<file path="src/rtl/port_pkg.sv">
// Shared types and default widths for the port arbiter slice.
package port_pkg;

   localparam int PORT_ROZM_DATA_DEF = 8;
   localparam int PORT_LICZBA_DEF    = 3;

   typedef enum logic [1:0] {
      WR_DDR  = 2'b00,
      WR_PORT = 2'b01,
      RD_PIN  = 2'b10,
      NOP     = 2'b11
   } port_op_t;

   typedef enum logic [1:0] {
      IDLE    = 2'b00,
      ISSUE   = 2'b01,
      RD_WAIT = 2'b10
   } arb_state_t;

endpackage

</file>
<file path="src/rtl/rr_arb2.sv">
// Two-requester picker: round-robin or fixed priority to requester 0,
// with a last-winner flop that updates whenever a grant is taken.
module rr_arb2 #(
   parameter int PRIO_MODE = 0
) (
   input  logic       clk,
   input  logic       rst,
   input  logic [1:0] req,
   input  logic       take,
   output logic       win,
   output logic       any
);

   logic last;

   always_comb begin
      any = |req;
      win = 1'b0;
      if (req == 2'b11)
         win = (PRIO_MODE == 1) ? 1'b0 : ~last;
      else
         win = req[1];
   end

   // Resets to 1 so requester 0 wins the first tie.
   always_ff @(posedge clk or negedge rst) begin
      if (!rst)
         last <= 1'b1;
      else if (take && any)
         last <= win;
   end

endmodule

</file>
<file path="src/rtl/port_arbiter.sv">
// Serialises DDR/PORT writes and PIN reads from two requesters onto one
// GPIO port register file; one transaction in flight at a time.
//
//   state   | meaning
//   IDLE    | waiting; grants a winner and latches its request fields
//   ISSUE   | drives selects/strobe for the latched op
//   RD_WAIT | captures PIN data and pulses rvalid to the reader
module port_arbiter
   import port_pkg::*;
#(
   parameter int Port_rozm_data = PORT_ROZM_DATA_DEF,
   parameter int Port_liczba    = PORT_LICZBA_DEF,
   parameter int NR_W           = $clog2(Port_liczba),
   parameter int PRIO_MODE      = 0
) (
   input  logic                      clk,
   input  logic                      rst,
   input  logic [1:0]                req_i,
   input  logic [1:0]                op_0,
   input  logic [1:0]                op_1,
   input  logic [NR_W-1:0]           nr_0,
   input  logic [NR_W-1:0]           nr_1,
   input  logic [Port_rozm_data-1:0] dane_0,
   input  logic [Port_rozm_data-1:0] dane_1,
   output logic [1:0]                gnt_o,
   output logic [1:0]                rvalid_o,
   output logic [Port_rozm_data-1:0] rdata_o,
   output logic [Port_rozm_data-1:0] dane,
   output logic [NR_W-1:0]           nr_P_DDRx,
   output logic [NR_W-1:0]           nr_P_PORTx,
   output logic [NR_W-1:0]           nr_P_PINx,
   output logic                      wr_DDRx,
   output logic                      wr_PORTx,
   input  logic [Port_rozm_data-1:0] out
);

   arb_state_t                state;
   port_op_t                  op_q;
   logic [NR_W-1:0]           nr_q;
   logic [Port_rozm_data-1:0] dane_q;
   logic                      w_q;
   logic                      win;
   logic                      any;
   logic                      take;

   assign take = (state == IDLE);

   rr_arb2 #(
      .PRIO_MODE(PRIO_MODE)
   ) u_arb (
      .clk  (clk),
      .rst  (rst),
      .req  (req_i),
      .take (take),
      .win  (win),
      .any  (any)
   );

   always_ff @(posedge clk or negedge rst) begin
      if (!rst) begin
         state      <= IDLE;
         op_q       <= WR_DDR;
         nr_q       <= '0;
         dane_q     <= '0;
         w_q        <= 1'b0;
         gnt_o      <= '0;
         rvalid_o   <= '0;
         rdata_o    <= '0;
         dane       <= '0;
         nr_P_DDRx  <= '0;
         nr_P_PORTx <= '0;
         nr_P_PINx  <= '0;
         wr_DDRx    <= 1'b0;
         wr_PORTx   <= 1'b0;
      end else begin
         // Pulses and strobes last one cycle; selects and data hold.
         gnt_o    <= '0;
         rvalid_o <= '0;
         wr_DDRx  <= 1'b0;
         wr_PORTx <= 1'b0;
         case (state)
            IDLE: begin
               if (any) begin
                  gnt_o  <= win ? 2'b10 : 2'b01;
                  w_q    <= win;
                  op_q   <= port_op_t'(win ? op_1 : op_0);
                  nr_q   <= win ? nr_1 : nr_0;
                  dane_q <= win ? dane_1 : dane_0;
                  state  <= ISSUE;
               end
            end
            ISSUE: begin
               case (op_q)
                  WR_DDR: begin
                     nr_P_DDRx <= nr_q;
                     dane      <= dane_q;
                     wr_DDRx   <= 1'b1;
                     state     <= IDLE;
                  end
                  WR_PORT: begin
                     nr_P_PORTx <= nr_q;
                     dane       <= dane_q;
                     wr_PORTx   <= 1'b1;
                     state      <= IDLE;
                  end
                  RD_PIN: begin
                     nr_P_PINx <= nr_q;
                     state     <= RD_WAIT;
                  end
                  default: state <= IDLE;
               endcase
            end
            RD_WAIT: begin
               rdata_o  <= out;
               rvalid_o <= w_q ? 2'b10 : 2'b01;
               state    <= IDLE;
            end
            default: state <= IDLE;
         endcase
      end
   end

endmodule

</file>
<file path="config.mk">
export PLATFORM = sky130hd
export DESIGN_NAME = port_arbiter
export DESIGN_NICKNAME = d
export VERILOG_FILES = /design/src/rtl/port_pkg.sv /design/src/rtl/rr_arb2.sv /design/src/rtl/port_arbiter.sv
export SDC_FILE = /design/constraint.sdc
export NUM_CORES = 1
export LEC_CHECK = 0
export ABC_AREA = 1
export ABC_CLOCK_PERIOD_IN_PS = 1900
export CAP_MARGIN = 40
export CORE_UTILIZATION = 49
export CTS_CLUSTER_DIAMETER = 50
export DETAILED_ROUTE_END_ITERATION = 8
export PLACE_DENSITY_LB_ADDON = 0.15
export SYNTH_ARGS = -nofsm -noshare
export SYNTH_HDL_FRONTEND = slang
export SYNTH_SLANG_ARGS = --single-unit
</file>
<file path="constraint.sdc">
create_clock -name clk -period 1.9 [get_ports clk]
set_clock_uncertainty 0.1 [all_clocks]
set_input_delay 0.285 -clock clk [delete_from_list [all_inputs] [get_ports clk]]
set_output_delay 0.285 -clock clk [all_outputs]
set_load 0.02 [all_outputs]
</file>
# After elaboration in Yosys (flattened, before gate mapping)
# Cells that the tools add are included.
totals:
  ff_bits: 44
  inputBits: 36
  out_inout_bits: 28
  word_cells: 48
op_classes:
  n_eq_ne: 6
  muxes: 16
  n_bitwise: 1
  n_reduce_logical: 10
ops:
  columns: ["op", "count"]
  rows:
  - ["$mux W2", 9]
  - ["$reduce_and A2 Y1", 5]
  - ["$mux W8", 1]
  - ["$eq A2 B2 Y1 const B", 3]
  - ["$mux W1", 5]
  - ["$eq A2 B1 Y1 const B", 2]
  - ["$logic_not A2 Y1", 2]
  - ["$pmux W2 S2", 1]
  - ["$reduce_or A2 Y1", 2]
  - ["$ne A2 B2 Y1 const B", 1]
  - ["$logic_and A1 B1 Y1", 1]
  - ["$not A1 Y1", 1]

# Depth between registers and ports, before layout
# Gate-level depths: netlist of the first run.
depth:
  word_depth: 5
  ltp_mapped: 8

# By module
# A second synthesis of the first run with hierarchy kept.
unflattened:
  cells_unflattened: 227
  hier_area_um2: 1864.3
modules_own_cells:
  columns: ["mod", "n_inst", "cells_per_inst", "area_per_inst_um2", "seq_area_each_um2"]
  rows:
  - ["port_arbiter", 1, 219, 1804.2, 1076.0]
  - ["rr_arb2", 1, 8, 60.1, 26.3]

# Least setup slack after synthesis of the first run
# No wires, ideal clock.
synth_path:
  path_type: "register to register"
  from: "register u_arb.last"
  to: "register dane_q[3]"
  setup_time_ns: 0.117
  arrival_ns: 1.008
  required_time_ns: 1.683
  setup_slack_ns: 0.675
  path_stages_with_launch: 7
  n_path_buf: 1
  synth_period_minus_slack_ns: 1.225
  cell_sequence: "dfstp_2 nand2_1 nand2_1 buf_4 nand2_1 nand3_1 nand2_1"
synth_between:
  elab_chain_len: 3
synth_lines:
  columns: ["item", "line", "source"]
  rows:
  - ["from (decl)", "rr_arb2.sv:14", "logic last;"]
  - ["from (signal assigned)", "rr_arb2.sv:30", "last <= win;"]
  - ["$not A1 Y1", "rr_arb2.sv:20", "win = (PRIO_MODE == 1) ? 1'b0 : ~last;"]
  - ["$mux W1", "rr_arb2.sv:19", "if (req == 2'b11)"]
  - ["$mux W8", "port_arbiter.sv:88", "dane_q <= win ? dane_1 : dane_0;"]
  - ["to (signal assigned)", "port_arbiter.sv:88", null]
  - ["to (decl)", "port_arbiter.sv:40", "logic [Port_rozm_data-1:0] dane_q;"]
# No other way between the ends.
# A chain may end at the register's enable or synchronous reset.

# Final worst setup path of the first run
layout_path:
  from: "register dane[3]"
  to: "output dane[3]"
layout_lines:
  columns: ["item", "line", "source"]
  rows:
  - ["from (decl)", "port_arbiter.sv:28", "output logic [Port_rozm_data-1:0] dane,"]
  - ["from (signal assigned)", "port_arbiter.sv:96", "dane <= dane_q;"]
  - ["from (signal assigned)", "port_arbiter.sv:102", "dane <= dane_q;"]
# No word-level cell between the ends.

==> flow_summary.yaml, run 1 <==
critical_path:
  ff2ff_path_depth: 6
  worst-setup-path-type: "flop to output pin"
  rr_endpoint: "dane_q[0]$_DFFE_PN0P_"
  critPathMaxStageDelay_ps: 620
  cp.buffers_inverters: 1
  cp-end-kind: "output pin"
  cp.arrival_ps: 1260
  cp_top_family: "buffers and inverters"
  reg2reg_slack_ps: 500
  crit_slowest_cell: "clkdlybuf4s50_1"
  critPathMaxFanout: 2
  worstSetupStartpointType: "flop"
  path_cells: "clkdlybuf4s50_1"
  cp_data_required_time_ps: 1510
  r2r-start: "state[1]$_DFFE_PN0P_"
timing:
  final-hold-violation-count: 0
  setup-tns-final_ps: 0
  setup-violations-final: 0
  layout_setup_ws_ps: 250
  rsz0062_at_grt: "false"
  fin_crit_sh_pct: 86.8
  timing.fmax_ghz: 0.606
  report.final.slew_viol_count: 0
  slew_headroom_pct: 68.6
  fin_crit_ps: 1650
  tightest_slew_ps: 471
drt:
  postRouteAntennaNets: 0
  drc: 0
  wl_met3_um: 191
  wire_per_inst_um: 9.64
  num_vias: 1561
  drtIter0Drc: 73
  post_drt_via_cell_ratio: 4.47
  route.met2.wl_um: 1530
  dr.max_layer_used: "met4"
  firstDrtPassIters: 4
  wl_um: 3370
  wl_met1_um: 1590
grt:
  grt_overflow: 0
  grt_pass1_vias: 1389
  antenna_found_initial: 0
  grt_pass1_wl_um: 5980
  grt_max_degree: 24
  grt_usage_pct: 19.0
floorplanning:
  core_area_um2: 3720
  die_area_um2: 4210
  initial_core_util_pct: 52.2
  rows: 22
  dieWidth_um: 64.9
  die_h_um: 64.9
  io_pins: 64
pwr:
  peakVddDrop_mv: 0.556
  p_seq_share_pct: 40.3
  switching_share_pct: 39.2
  clkPwrFrac_pct: 14.1
  switching_power_w: 0.00160
  combPwrFrac_pct: 45.6
  powerDensity_nw_per_um2: 1510
  p_leak_nw: 1.44
  intPower_w: 0.00248
place:
  dp_hpwl_um: 2620
  gp_congestion: 0.717
  placement.io_buffers: 63
  pre_cts_slack_ps: 247
worst_hold_path:
  whs_endpoint: "rvalid_o[0]$_DFF_PN0_"
  min-delay-start: "w_q$_DFFE_PN0P_"
  hold_depth: 1
  hp-class: "flop to flop"
layout:
  mostFrequentLayoutCell: "nand2_1"
  drive_gt1_share_pct: 7.31
  layout_common_cells: "nand2_1 (95), clkdlybuf4s50_1 (62), dfrtp_1 (43), nand3_1 (37), inv_1 (33)"
  final_nets: 336
  diodes: 0
  syn_to_final_growth_pct: 39.2
synthesis:
  synthFlopType: "dfrtp_1"
  ys.warnings.count: 0
  yosysTopAreaCellShare_pct: 55.5
  synth_edf_count: 0
  ys_seq_area_share_pct: 56.8
  synth-seq-cells: 44
  synthTopCellsByArea: "dfrtp_1 (55%), nand2_1 (18%), nand3_1 (9.5%)"
  syn_area_um2: 1940
  syn_area_per_cell_um2: 8.40
  syn-num-nets: 267
  yosys.area.top_type: "dfrtp_1"
  async_reset_ff_share_pct: 100
  synth_cell_types: 19
  syn_inst: 231
clocking:
  clk_latency_ps: 290
  cts_tree: "built"
  h-tree-depth: 2
  ctsResizeCount: 0
  cts_buffers: 5
  clk_pin_slew_worst_paths_ps: 70
  cts_max_path_buffers: 2
  cts_setup_buffers: 0
  root_buffer: "clkbuf_8"
  clock-sinks: 44
run_status:
  outcome: "completed"
run:
  cap_viol_max_count: 0
==> flip-flops by register name, summed over array words and instances (netlist names) <==
register / count
w_q: 1
dane: 8
u_arb.last: 1
nr_P_PORTx: 2
op_q: 2
state: 2
rdata_o: 8
nr_P_DDRx: 2
wr_PORTx: 1
nr_P_PINx: 2
gnt_o: 2
nr_q: 2
wr_DDRx: 1
dane_q: 8
rvalid_o: 2
==> worst max-delay path by stage <==
stage	slack [ps]	cells past startpoint	startpoint	end
global route	200	1	dane[7]$_DFFE_PN0P_	dane[7]
CTS	240	1	dane[4]$_DFFE_PN0P_	dane[4]
global placement	290	6	req_i[0]	w_q$_DFFE_PN0P_
detailed placement	250	6	req_i[0]	w_q$_DFFE_PN0P_
finish	250	1	dane[3]$_DFFE_PN0P_	dane[3]
floorplan	680	6	u_arb.last$_DFFE_PN1P_	dane_q[3]$_DFFE_PN0P_
==> per-stage QoR <==
step	cells	hold WS, ps	cell area, um2	total power, W	util, %
detailed placement	340	162	2600	0.00354	70.0
CTS	349	331	2700	0.00412	72.7
global route	349	343	2700	0.00441	72.7
finish	349	329	2700	0.00408	72.7
global placement	340	166	2600	0.00349	70.0
floorplan	231	-111	1940	0.00281	-
==> synthesized netlist by cell type (2+ instances only) <==
cell	n
nand2_1	95
buf_6	4
dfrtp_1	43
nand3_1	37
nand4_1	2
buf_2	2
inv_1	33
nor2_1	3
nor2_2	2
==> layer usage <==
| metal | track usage, % | vias to the layer above |
|---|---|---|
| li1 | - | 837 |
| met3 | 5.46 | 6 |
| met5 | 0 | - |
| met1 | 24.0 | 665 |
| met4 | 6.67 | 0 |
| met2 | 30.9 | 53 |
==> layout make-up <==
class / count / area [um2]
flip-flops and latches: 44 / 1100
fillers: 320 / 1020
repair buffers: 69 / 673
multi-input cells: 144 / 632
inverters: 36 / 143
clock buffers: 8 / 90.1
well taps: 48 / 60.1
==> power groups by stage <==
stage               Sequential (W)  Combinational, W  Clock [W]
floorplan                  0.00192          0.000896          0
detailed placement         0.00166           0.00188          0
global route               0.00169           0.00208   0.000637
CTS                        0.00165           0.00189   0.000591
global placement           0.00165           0.00184          0
finish                     0.00164           0.00186   0.000575
==> kinds of logic (layout without fill, tap and decap cells) <==
logic type,Yosys count,count (layout),synth area share [%]
simple gates,143,143,32.3
buf+inv,43,113,10.6
compound gates,1,1,0.258
flops,44,44,56.8
==> timing repair <==
item,in CTS,in global routing
hold buffers,1,0
setup endpoints to repair,0,0
hold endpoints to repair,20,0
Power figures use the tool's default switching activity.
==> inputs of run 2 (changes only) <==
--- a/config.mk
+++ b/config.mk
@@ -6,11 +6,12 @@
 export NUM_CORES = 1
 export LEC_CHECK = 0
 export ABC_AREA = 1
-export ABC_CLOCK_PERIOD_IN_PS = 1900
+export ABC_CLOCK_PERIOD_IN_PS = 1800
 export CAP_MARGIN = 40
-export CORE_UTILIZATION = 49
+export CORE_UTILIZATION = 45
 export CTS_CLUSTER_DIAMETER = 50
 export DETAILED_ROUTE_END_ITERATION = 8
+export GPL_TIMING_DRIVEN = 0
 export PLACE_DENSITY_LB_ADDON = 0.15
 export SYNTH_ARGS = -nofsm -noshare
 export SYNTH_HDL_FRONTEND = slang
==> constraint.sdc (replaced) <==
create_clock -name clk -period 1.8 [get_ports clk]
set_clock_uncertainty 0.1 [all_clocks]
set_input_delay 0.27 -clock clk [delete_from_list [all_inputs] [get_ports clk]]
set_output_delay 0.27 -clock clk [all_outputs]
set_load 0.02 [all_outputs]
==> run 2 against run 1 <==
Net effect:
- combinational power grew 12%
- setup slack lost 93 ps
- first-iteration DRC count grew 19%
==> flow_summary.yaml, run 2 (synthesized netlist as in run 1, its figures left out) <==
run_status:
  outcome: "completed"
drt:
  postRouteAntennaNets: 0
  drc: 0
  num_vias: 1620
  firstDrtPassIters: 4
  drtIter0Drc: 87
  post_drt_via_cell_ratio: 4.58
  wire_per_inst_um: 10.1
  wl_um: 3570
layout:
  top_regs: "dane x8, dane_q x8, rdata_o x8"
  fill_cells: 374
  drive_gt1_share_pct: 8.88
  diodes: 0
  syn_to_final_growth_pct: 42.8
  mostFrequentLayoutCell: "nand2_1"
  final_nets: 339
  stdcell_area_um2: 2770
  layout_common_cells: "nand2_1 (95), clkdlybuf4s50_1 (62), dfrtp_1 (43), nand3_1 (37), inv_1 (33)"
timing:
  tightest_slew_ps: 397
  slew_headroom_pct: 73.5
  setup-violations-final: 0
  timing.fmax_ghz: 0.609
  rsz0062_at_grt: "false"
  layout_setup_ws_ps: 157
  final-hold-violation-count: 0
  report.final.slew_viol_count: 0
  fin_crit_sh_pct: 91.3
  whs_ps: 321
  fin_crit_ps: 1640
place:
  placement.io_buffers: 63
  dp_hpwl_um: 2790
  post_dp_cell_area_um2: 2650
  gp_congestion: 0.748
  pre_cts_slack_ps: 173
critical_path:
  cp_top_family: "buffers and inverters"
  cp_data_required_time_ps: 1430
  cp.arrival_ps: 1270
  cp-end-kind: "output pin"
  path_cells: "clkdlybuf4s50_1"
  ff2ff_path_depth: 6
  r2r-start: "u_arb.last$_DFFE_PN1P_"
  crit_slowest_cell: "clkdlybuf4s50_1"
  worstSetupStartpointType: "flop"
  worst-setup-path-type: "flop to output pin"
  rr_endpoint: "nr_q[0]$_DFFE_PN0P_"
  critPathMaxFanout: 2
  cp-startpoint: "dane[6]$_DFFE_PN0P_"
  critPathMaxStageDelay_ps: 620
  reg2reg_slack_ps: 440
  cp.buffers_inverters: 1
clocking:
  cts_buffers: 5
  hold_buffers: 1
  cts_setup_buffers: 0
  clk_pin_slew_worst_paths_ps: 80
  clk_latency_ps: 290
  cts_max_path_buffers: 2
  cts_tree: "built"
  clock-sinks: 44
  ctsResizeCount: 0
  root_buffer: "clkbuf_8"
  h-tree-depth: 2
grt:
  grt_pass1_vias: 1495
  grt_overflow: 0
  grt_pass1_wl_um: 6230
  antenna_found_initial: 0
  grt_max_degree: 29
  grt_usage_pct: 18.3
floorplanning:
  dieWidth_um: 67.7
  initial_core_util_pct: 47.8
  core_area_um2: 4060
  io_pins: 64
  die_area_um2: 4580
  rows: 23
  die_h_um: 67.7
worst_hold_path:
  whs_endpoint: "rvalid_o[0]$_DFF_PN0_"
  hold_depth: 1
  hp-class: "flop to flop"
  min-delay-start: "w_q$_DFFE_PN0P_"
pwr:
  p_leak_nw: 1.47
  powerDensity_nw_per_um2: 1640
  peakVddDrop_mv: 0.626
run:
  cap_viol_max_count: 0
## run 2: changes by cell type in the layout (fill, tap and decap cells not counted), moves of 2 or more
cell	change
buf_2	+2
buf_4	-4
buf_6	+4
clkbuf_1	-2
## run 2: worst max path at each step
stage,to,slack [ps],cells after the start
after floorplan,dane_q[3]$_DFFE_PN0P_,580,6
after global placement,gnt_o[0]$_DFF_PN0_,-750,1
after detailed placement,nr_q[0]$_DFFE_PN0P_,170,7
after CTS,dane[7],140,1
after global routing,dane[4],110,1
final,dane[6],160,1
## run 2: layout make-up
| cell class | instances | area, um2 | share of cell area, % |
|---|---|---|---|
| multi-input combinational | 144 | 632 | 22.8 |
| sequential | 44 | 1100 | 39.8 |
| clock buffer | 5 | 68.8 | 2.49 |
| tap | 50 | 62.6 | 2.26 |
| inverter | 36 | 143 | 5.15 |
| timing repair buffer | 65 | 656 | 23.7 |
| clock inverter | 3 | 42.5 | 1.54 |
| buffer | 7 | 62.6 | 2.26 |
## run 2: where the power goes
part	internal, W	switching [W]
clock	0.000410	0.000319
combinational	0.000923	0.00117
sequential	0.00145	0.000261
## run 2: per-stage QoR
stage	util, %	TNS, ps	total power [W]	std cells
after floorplan	-	0	0.00297	231
after global placement	64.9	-32310	0.00378	344
after detailed placement	65.2	0	0.00385	345
after CTS	68.2	0	0.00459	354
after global routing	68.2	0	0.00489	354
final	68.2	0	0.00453	354
## run 2: per-layer routing
metal,vias up,global-route usage (%),part of all wire [%]
met5,-,0,0
met3,2,3.55,7.6
met4,0,9.57,0.59
li1,846,-,-
met1,716,22.3,44
met2,56,30.6,48
==> inputs of run 3 (changes only) <==
--- a/config.mk
+++ b/config.mk
@@ -6,9 +6,9 @@
 export NUM_CORES = 1
 export LEC_CHECK = 0
 export ABC_AREA = 1
-export ABC_CLOCK_PERIOD_IN_PS = 1800
+export ABC_CLOCK_PERIOD_IN_PS = 1300
 export CAP_MARGIN = 40
-export CORE_UTILIZATION = 45
+export CORE_UTILIZATION = 41
 export CTS_CLUSTER_DIAMETER = 50
 export DETAILED_ROUTE_END_ITERATION = 8
 export GPL_TIMING_DRIVEN = 0
==> constraint.sdc (replaced) <==
create_clock -name clk -period 1.3 [get_ports clk]
set_clock_uncertainty 0.1 [all_clocks]
set_input_delay 0.195 -clock clk [delete_from_list [all_inputs] [get_ports clk]]
set_output_delay 0.195 -clock clk [all_outputs]
set_load 0.02 [all_outputs]
==> run 3 against run 2 <==
Net effect:
- the flow now finishes with violations (DRC)
- hold slack worse by 31 ps
- sequential power up 40%
- first-iteration DRC count fell by 9.2%
- critical path type unchanged
==> flow_summary.yaml, run 3 (synthesized netlist as in run 1, its figures left out) <==
drt:
  drtIter0Drc: 79
  firstDrtPassIters: 6
  num_vias: 1620
  post_drt_via_cell_ratio: 4.44
  wl_um: 3770
  drc: 14
  postRouteAntennaNets: 0
  wire_per_inst_um: 10.3
timing:
  setup-violations-final: 0
  fin_crit_sh_pct: 98.9
  final-hold-violation-count: 0
  tightest_slew_ps: 518
  timing.fmax_ghz: 0.777
  report.final.slew_viol_count: 0
  slew_headroom_pct: 65.5
  fin_crit_ps: 1290
  rsz0062_at_grt: "true"
place:
  dp.cells: 347
  dp_hpwl_um: 2740
  placement.io_buffers: 63
  gp_congestion: 0.712
layout:
  mostFrequentLayoutCell: "nand2_1"
  diodes: 0
  top_regs: "dane x8, dane_q x8, rdata_o x8"
  multiInputGateArea_um2: 662
  fill_cells: 437
  syn_to_final_growth_pct: 45.9
  layout_common_cells: "nand2_1 (91), dfrtp_1 (42), nand3_1 (37), clkdlybuf4s50_1 (33), inv_1 (32)"
  regArea_um2: 1100
  drive_gt1_share_pct: 14.7
  final_nets: 348
  final_cells: 365
pwr:
  p_seq_share_pct: 39.4
  p_leak_nw: 1.57
  powerDensity_nw_per_um2: 2160
  clkPwrFrac_pct: 13.1
  switching_share_pct: 40.9
  intPower_w: 0.00361
  switching_power_w: 0.00249
  p_total_w: 0.00610
  combPwrFrac_pct: 47.6
  peakVddDrop_mv: 0.705
grt:
  grt_overflow: 0
  grt_usage_pct: 16.4
  grt_max_degree: 24
  antenna_found_initial: 0
  grt_pass1_wl_um: 6300
  grt_pass1_vias: 1409
floorplanning:
  die_area_um2: 5010
  dieWidth_um: 70.8
  core_area_um2: 4440
  rows: 24
  die_h_um: 70.8
  io_pins: 64
  initial_core_util_pct: 43.6
critical_path:
  critPathMaxFanout: 2
  ff2ff_path_depth: 7
  cp_data_required_time_ps: 1000
  cp-end-kind: "output pin"
  path_cells: "dlygate4sd2_1"
  reg2reg_slack_ps: 60
  cp.arrival_ps: 990
  worst-setup-path-type: "flop to output pin"
  worstSetupStartpointType: "flop"
  r2r-start: "state[1]$_DFFE_PN0P_"
  crit_slowest_cell: "dfrtp_1"
  cp_top_family: "flip-flops"
  critPathMaxStageDelay_ps: 380
  rr_endpoint: "dane[0]$_DFFE_PN0P_"
  cp.buffers_inverters: 1
clocking:
  cts_max_path_buffers: 2
  h-tree-depth: 2
  cts_buffers: 5
  cts_tree: "built"
  clk_latency_ps: 290
  clock-sinks: 44
  root_buffer: "clkbuf_8"
  clk_pin_slew_worst_paths_ps: 80
worst_hold_path:
  hp-class: "input pin to flop"
  whs_endpoint: "dane_q[0]$_DFFE_PN0P_"
  min-delay-start: "req_i[1]"
  hold_depth: 4
run_status:
  violations: "DRC"
  outcome: "complete, but fails checks"
run:
  cap_viol_max_count: 0
-- run 3: cell count changes in the layout (fill, tap and decap cells not counted), moves of 4 or more --
cell / delta
buf_4: +6
clkdlybuf4s50_1: -29
clkbuf_2: +6
dlygate4sd2_1: +6
nand2_1: -4
clkdlybuf4s15_1: +16
-- run 3: worst max path at each step --
stage,startpoint,depth (start not counted),end,slack [ps]
CTS,dane[3]$_DFFE_PN0P_,1,dane[3],0.7
finish,dane[5]$_DFFE_PN0P_,1,dane[5],10
floorplan,u_arb.last$_DFFE_PN1P_,6,dane_q[3]$_DFFE_PN0P_,80
global route,dane[5]$_DFFE_PN0P_,1,dane[5],-20
detailed placement,req_i[0],7,op_q[1]$_DFFE_PN0P_,-260
global placement,rst,1,gnt_o[0]$_DFF_PN0_,-1170
-- run 3: power groups by stage --
stage,combinational (W),clock (W),sequential [W]
final,0.00290,0.000797,0.00240
after global routing,0.00325,0.000885,0.00248
after CTS,0.00275,0.000823,0.00237
after detailed placement,0.00291,0,0.00240
after global placement,0.00286,0,0.00238
after floorplan,0.00131,0,0.00280
-- run 3: per-stage QoR --
step                      worst slack [ps]  hold WS [ps]  utilization, %  setup TNS [ps]  area [um2]
after floorplan                       75.0          -201               -               0        1940
after global placement               -1170           308            59.3          -53880        2640
after detailed placement              -262          95.9            59.8           -3140        2660
after CTS                            0.672           319            61.8               0        2750
after global routing                 -20.1           326            63.7           -48.9        2830
final                                 13.8           290            63.7               0        2830
-- run 3: routing by layer --
layer  wire length [um]  share of wire (%)  vias up  GRT usage [%]
li1                   -                  -      865              -
met1               1710                 46      692           22.1
met2               1730                 46       57           24.9
met3                249                6.6        6           4.56
met4                 68                1.8        0           7.11
met5                  0                  0        -              0
-- run 3: worst reg2reg max path: stages (launching register included) --
cell	delay, ps
dfrtp_2	440
clkinv_4	70
nand2_4	50
nor2_4	190
buf_6	130
buf_6	100
nand2_1	40
nand2_1	50
-- run 3: cell type report --
class	count	area share [%]
Clock buffer	7	2.70
Clock inverter	1	0.177
Buffer	5	1.55
Inverter	36	5.22
Tap cell	52	2.30
Multi-Input combinational cell	144	23.4
Sequential cell	44	39.0
Timing Repair Buffer	76	25.7
-- run 3: repair_timing --
action,4_1_cts,5_1_grt
endpoints found under the hold margin,20,0
pin swaps,1,2
setup buffers,2,7
gates cloned,0,2
hold buffers,1,0
resized for setup,38,39
endpoints found under the setup margin,41,53
